`src/rtl/mu0_control.sv`:
```
// MU0 control unit: three-state FETCH/EXECUTE/HALT sequencer.
// It decodes the opcode and the accumulator flags into datapath selects, enables and memory strobes.
module mu0_control (
    input  logic       Clk,
    input  logic       Reset,
    input  logic [3:0] F,
    input  logic       N,
    input  logic       Z,
    output logic       X_sel,
    output logic       Y_sel,
    output logic       Addr_sel,
    output logic       PC_En,
    output logic       IR_En,
    output logic       Acc_En,
    output logic [1:0] ALU_FS,
    output logic       MEM_rd,
    output logic       MEM_wr,
    output logic       Halted
);

    localparam logic [1:0] S_FETCH = 2'd0;
    localparam logic [1:0] S_EXEC  = 2'd1;
    localparam logic [1:0] S_HALT  = 2'd2;

    localparam logic [1:0] FS_PASSY = 2'b00;
    localparam logic [1:0] FS_ADD   = 2'b01;
    localparam logic [1:0] FS_INC   = 2'b10;
    localparam logic [1:0] FS_SUB   = 2'b11;

    logic [1:0] r_state;
    logic [1:0] w_next;

    always_ff @(posedge Clk or posedge Reset) begin
        if (Reset) r_state <= S_FETCH;
        else       r_state <= w_next;
    end

    always_comb begin
        X_sel    = 1'b0;
        Y_sel    = 1'b0;
        Addr_sel = 1'b0;
        PC_En    = 1'b0;
        IR_En    = 1'b0;
        Acc_En   = 1'b0;
        ALU_FS   = FS_PASSY;
        MEM_rd   = 1'b0;
        MEM_wr   = 1'b0;
        Halted   = 1'b0;
        w_next   = S_FETCH;
        case (r_state)
            S_FETCH: begin
                // IR <= mem[PC] and PC <= PC+1 share the same edge
                MEM_rd = 1'b1;
                IR_En  = 1'b1;
                X_sel  = 1'b1;
                ALU_FS = FS_INC;
                PC_En  = 1'b1;
                w_next = S_EXEC;
            end
            S_EXEC: begin
                w_next = (F == 4'h7) ? S_HALT : S_FETCH;
                case (F)
                    4'h0: begin
                        Addr_sel = 1'b1;
                        MEM_rd   = 1'b1;
                        Acc_En   = 1'b1;
                    end
                    4'h1: begin
                        Addr_sel = 1'b1;
                        MEM_wr   = 1'b1;
                    end
                    4'h2, 4'h3: begin
                        Addr_sel = 1'b1;
                        MEM_rd   = 1'b1;
                        Acc_En   = 1'b1;
                        ALU_FS   = (F == 4'h2) ? FS_ADD : FS_SUB;
                    end
                    4'h4, 4'h5, 4'h6: begin
                        // jump target is IR[11:0] passed straight through the ALU
                        Y_sel = 1'b1;
                        PC_En = (F == 4'h4) ? 1'b1 : (F == 4'h5) ? ~N : ~Z;
                    end
                    default: ;
                endcase
            end
            S_HALT: begin
                Halted = 1'b1;
                w_next = S_HALT;
            end
            default: w_next = S_FETCH;
        endcase
    end

endmodule

```
`config.mk`:
```
export PLATFORM = sky130hd
export DESIGN_NAME = mu0_control
export DESIGN_NICKNAME = d
export VERILOG_FILES = /design/src/rtl/mu0_control.sv
export SDC_FILE = /design/constraint.sdc
export NUM_CORES = 1
export LEC_CHECK = 0
export CORE_AREA = 4 4 41 43
export CTS_BUF_LIST = sky130_fd_sc_hd__clkbuf_2
export DETAILED_ROUTE_END_ITERATION = 8
export DIE_AREA = 0 0 45 47
export PLACE_DENSITY = 0.48
export REMOVE_ABC_BUFFERS = 1
export SLEW_MARGIN = 40
export SYNTH_ARGS = -nofsm -noshare
export SYNTH_HDL_FRONTEND = slang
export SYNTH_SLANG_ARGS = --single-unit
```
`constraint.sdc`:
```
create_clock -name Clk -period 1.6 [get_ports Clk]
set_input_delay 0.16 -clock Clk [delete_from_list [all_inputs] [get_ports Clk]]
set_output_delay 0.16 -clock Clk [all_outputs]
set_load 0.05 [all_outputs]
```
Word-level counts from Yosys, hierarchy flattened
Index checks and enable logic that the tools add are counted.
{"block": "totals", "reg_bits": 2, "input_bits": 8, "output_inout_bits": 11, "word_cells": 38}
{"block": "classes", "eq_ne": 9, "mux": 20, "bitwise": 2, "reduce_logical": 6}
{"cell": "4-bit by 3-bit == test with 1-bit output (second input constant)", "count": 4}
{"cell": "1-bit two-way mux", "count": 13}
{"cell": "4-bit by 2-bit == test with 1-bit output (second input constant)", "count": 2}
{"cell": "2-bit two-way mux", "count": 3}
{"cell": "2-bit case mux with 3 select lines", "count": 1}
{"cell": "3-bit OR reduction", "count": 2}
{"cell": "4-bit by 1-bit == test with 1-bit output (second input constant)", "count": 1}
{"cell": "4-bit logical NOT", "count": 1}
{"cell": "1-bit case mux with 2 select lines", "count": 2}
{"cell": "2-bit case mux with 2 select lines", "count": 1}
{"cell": "4-bit OR reduction", "count": 1}
{"cell": "2-bit by 1-bit == test with 1-bit output (second input constant)", "count": 1}
{"cell": "2-bit == test (second input constant)", "count": 1}
{"cell": "2-bit logical NOT", "count": 1}
{"cell": "1-bit inverter", "count": 2}
{"cell": "2-bit OR reduction", "count": 1}

Longest topological paths before layout
{"block": "depth", "ltp_word": 5, "depth_mapped": 3, "depth_no_buf": 3}

Least setup slack after synthesis
No wires, ideal clock.
{"block": "synth_timing", "path_type": "reg2out", "from": "register r_state[1]", "to": "output MEM_rd", "arrival_time_ps": 1909, "required_ps": 1440, "setup_slack_ps": -469, "stages_incl_launch_ff": 4, "path_buffers": 0, "cell_sequence": "dfrtp_1 > or4b_4 > a21oi_2 > or2_1"}
{"block": "synth_between", "elab_chain_cells": 2, "word_cells_on_any_way": 3, "classes_between": "eq/ne (1); mux (1); reduce/logical (1)"}
{"element": "from (decl)", "line_no": "30", "text": "logic [1:0] r_state;"}
{"element": "from (signal assigned)", "line_no": "35", "text": "else r_state <= w_next;"}
{"element": "2-bit by 1-bit == test with 1-bit output or 2-bit logical NOT (tied branches)", "line_no": "50", "text": "case (r_state)"}
{"element": "1-bit case mux with 2 select lines *", "line_no": "50"}
{"element": "to (decl)", "line_no": "16", "text": "output logic MEM_rd,"}
Every way passes the cells marked *; elsewhere a longest branch is shown, timed or not.

Worst setup path in the final report
Ends and elaborated chain as after synthesis.

==> metrics.yaml <==
final_layout:
  multi_input_area_um2: 159
  layout.cells.non_filler: 69
  registers.top_by_ff_count: "r_state"
  final_net_count: 64
  flip_flop_count_of_the_largest_register_all_copies_and_words_added: 2
  drive_gt1_share_pct: 63.0
  syn_to_final_growth_pct: 243
  n_antenna_cell: 0
  layout_top_registers: "r_state: 2 flops"
  storage_element_area_um2: 51.3
  layout.filler_cells: 129
synthesis:
  post_synth_main_area_contributors: "sky130_fd_sc_hd__dfrtp_1, sky130_fd_sc_hd__or4b_4, sky130_fd_sc_hd__inv_1, sky130_fd_sc_hd__nand4bb_1, sky130_fd_sc_hd__a21oi_2"
  yosys_register_bits: 2
  ys.warnings.count: 0
  synth_commonest_cells: "sky130_fd_sc_hd__inv_1, sky130_fd_sc_hd__dfrtp_1, sky130_fd_sc_hd__nand2_1, sky130_fd_sc_hd__nor2_1"
  synth_edf_count: 0
  synthDominantCellAreaShare_pct: 27.6
  syn-instance-count: 23
  synth_async_sr_flop_share_pct: 100
  postSynth.topFlopCell: "sky130_fd_sc_hd__dfrtp_1"
  synth.most_common_cell: "sky130_fd_sc_hd__inv_1"
  seq_area_frac_synth_pct: 27.6
  yosysTopAreaCell: "sky130_fd_sc_hd__dfrtp_1"
  synthDistinctLibCells: 18
  synthesis.area_um2: 181
  mean_cell_area_of_the_mapped_netlist_um2: 7.89
sta:
  report.final.hold_viol_count: 0
  rsz0062_at_grt: "yes"
  finalClockSkew_ns: 0.00412
  timing.max_slew.rel_slack_pct: 81.8
  drv_slew: 0
  final-setup-viol-count: 7
  postLayoutSetupSlackWorst_ns: -0.149
  clock.fmax_ghz: 0.572
  worst-slew-pin-transition_ns: 0.273
  layout_worst_path_cycle_share_pct: 109
  timing.final.crit_period_ns: 1.75
floorplanning:
  die_area_um2: 2120
  design.core.area_um2: 1300
  initial_cell_density_of_the_core_pct: 13.9
  design.portCount: 19
  die_h_um: 47
  die_width_um: 45
  floorplan.rows: 13
critical_path:
  start_kind: "flop"
  cp.required_ns: 1.44
  critical_path.reg2reg.startpoint: "r_state[1]"
  worst-path-max-fanout: 4
  worst_setup_path_end_kind: "primary output"
  criticalPathCategory: "reg2out"
  reg2reg_depth: 5
  r2r_slack_ns: 0.45
  crit_start: "r_state[1]"
  cp.arrival_ns: 1.59
clocking:
  ctsRootBufferMaster: "sky130_fd_sc_hd__clkbuf_2"
  cts_inserted_buffers: 3
  worst_setup_hold_path_clk_slew_ns: 0.04
  buffers_from_clock_root_to_sink_at_most: 2
  tritoncts_clock_tree: "done"
  number_of_sinks_driven_by_the_clock_tree: 2
  clk-insertion-delay-late_ns: 0.20
  maximum_level_of_the_cts_h_tree: 1
  quantity_of_hold_fixing_buffers_added_after_cts: 0
placement:
  gp_routability_congestion: 0.696
  pre_cts_ws_ns: -0.160
  port_buffers: 18
  detailed_place_hpwl_um: 581
  dp_cells: 61
detailed_routing:
  wl_cell_um: 12.3
  detail_route.iter0.violations: 7
  wl_um: 851
  drt.antenna.violating_nets: 0
  route.detailed.drc: 0
  via_per_inst: 4.01
  detailroute.via_count: 277
  first_pass_iters: 3
global_routing:
  global_route_wire_length_before_repair_um: 1200
  via_count_of_the_first_global_routing_pass: 278
  track_usage_pct: 8.69
  grt_overflow: 0
  pin_count_of_the_biggest_net_entering_global_routing: 6
  antenna_violations_before_repair: 0
run:
  cap_violations: 0
power:
  irDropWorstVdd_mv: 0.654
  power-per-cell-area_nw_per_um2: 1860
  power.leakage_nw: 0.280
outcome:
  failed_checks: "setup timing"
  run_status: "finished, violations left"
min_path:
  hp-class: "in2async"
per-layer routing:
metal	share of wire [%]	up-vias	global-route usage, %
met3	5.8	0	2.68
met1	38	125	8.64
met2	56	10	12.4
met5	0	-	0
met4	0	0	12.3
li1	-	142	-
per-stage QoR:
| stage | TNS, ns | instance area [µm²] | total power, W | util, % | hold slack (ns) |
|---|---|---|---|---|---|
| global placement | -0.641 | 515 | 0.000943 | 39.6 | 0.317 |
| CTS | -0.612 | 546 | 0.00106 | 41.9 | 0.0975 |
| global route | -1.22 | 623 | 0.00121 | 47.9 | 0.0925 |
| finish | -0.663 | 623 | 0.00116 | 47.9 | 0.111 |
| detailed placement | -0.836 | 515 | 0.000947 | 39.6 | 0.326 |
| floorplan | -3.44 | 174 | 0.000496 | - | -0.0988 |
path summary, 6_finish.rpt:
check                              to
min in group Clk           r_state[1]
hold reg to reg            r_state[1]
max in group asynchronous  r_state[0]
hold / removal             r_state[1]
setup / recovery               MEM_rd
setup reg to reg           r_state[1]
logic make-up (layout without fill, tap and decap cells):
kind of cell | count (synthesis) | count (layout) | share of synthesized area (%)
AOI/OAI and AO/OA | 6 | 6 | 22.8
and+or+nand+nor | 11 | 11 | 39.3
DFF | 2 | 2 | 27.6
buffers and inverters | 4 | 35 | 10.3
critical path: stages, from the launching register on:
cell and delay, ns:
sky130_fd_sc_hd__dfrtp_1 0.38, sky130_fd_sc_hd__or4b_4 0.56, sky130_fd_sc_hd__a21oi_4 0.14, sky130_fd_sc_hd__or2_1 0.16
sky130_fd_sc_hd__buf_12 0.14
cells in the final DEF, fill, tap and decap left out, types with 2 or more instances in the layout:
| cell type | Yosys | final |
|---|---|---|
| sky130_fd_sc_hd__inv_1 | 3 | 3 |
| sky130_fd_sc_hd__nand2_1 | 2 | 2 |
| sky130_fd_sc_hd__clkdlybuf4s50_1 | 0 | 4 |
| sky130_fd_sc_hd__dlygate4sd2_1 | 0 | 3 |
| sky130_fd_sc_hd__buf_12 | 0 | 10 |
| sky130_fd_sc_hd__buf_4 | 1 | 10 |
| sky130_fd_sc_hd__clkbuf_2 | 0 | 3 |
cell type report:
class | instances | share of cell area [%]
repair buffers | 29 | 59.0
multi-input cells | 17 | 25.5
flip-flops and latches | 2 | 8.23
well taps | 15 | 3.01
clock buffers | 3 | 2.41
inverters | 3 | 1.81
timing repair:
action,4_1_cts,5_1_grt
gates resized for setup,7,7
setup endpoints to repair,7,8
pin swaps,2,2
buffers inserted,0,5
report_power, final:
group	switching, W	total (W)	internal, W
sequential	0.0000167	0.0000871	0.0000704
clock	0.0000338	0.0000840	0.0000501
combinational	0.000503	0.000985	0.000482
(Power assumes the default switching activity.)
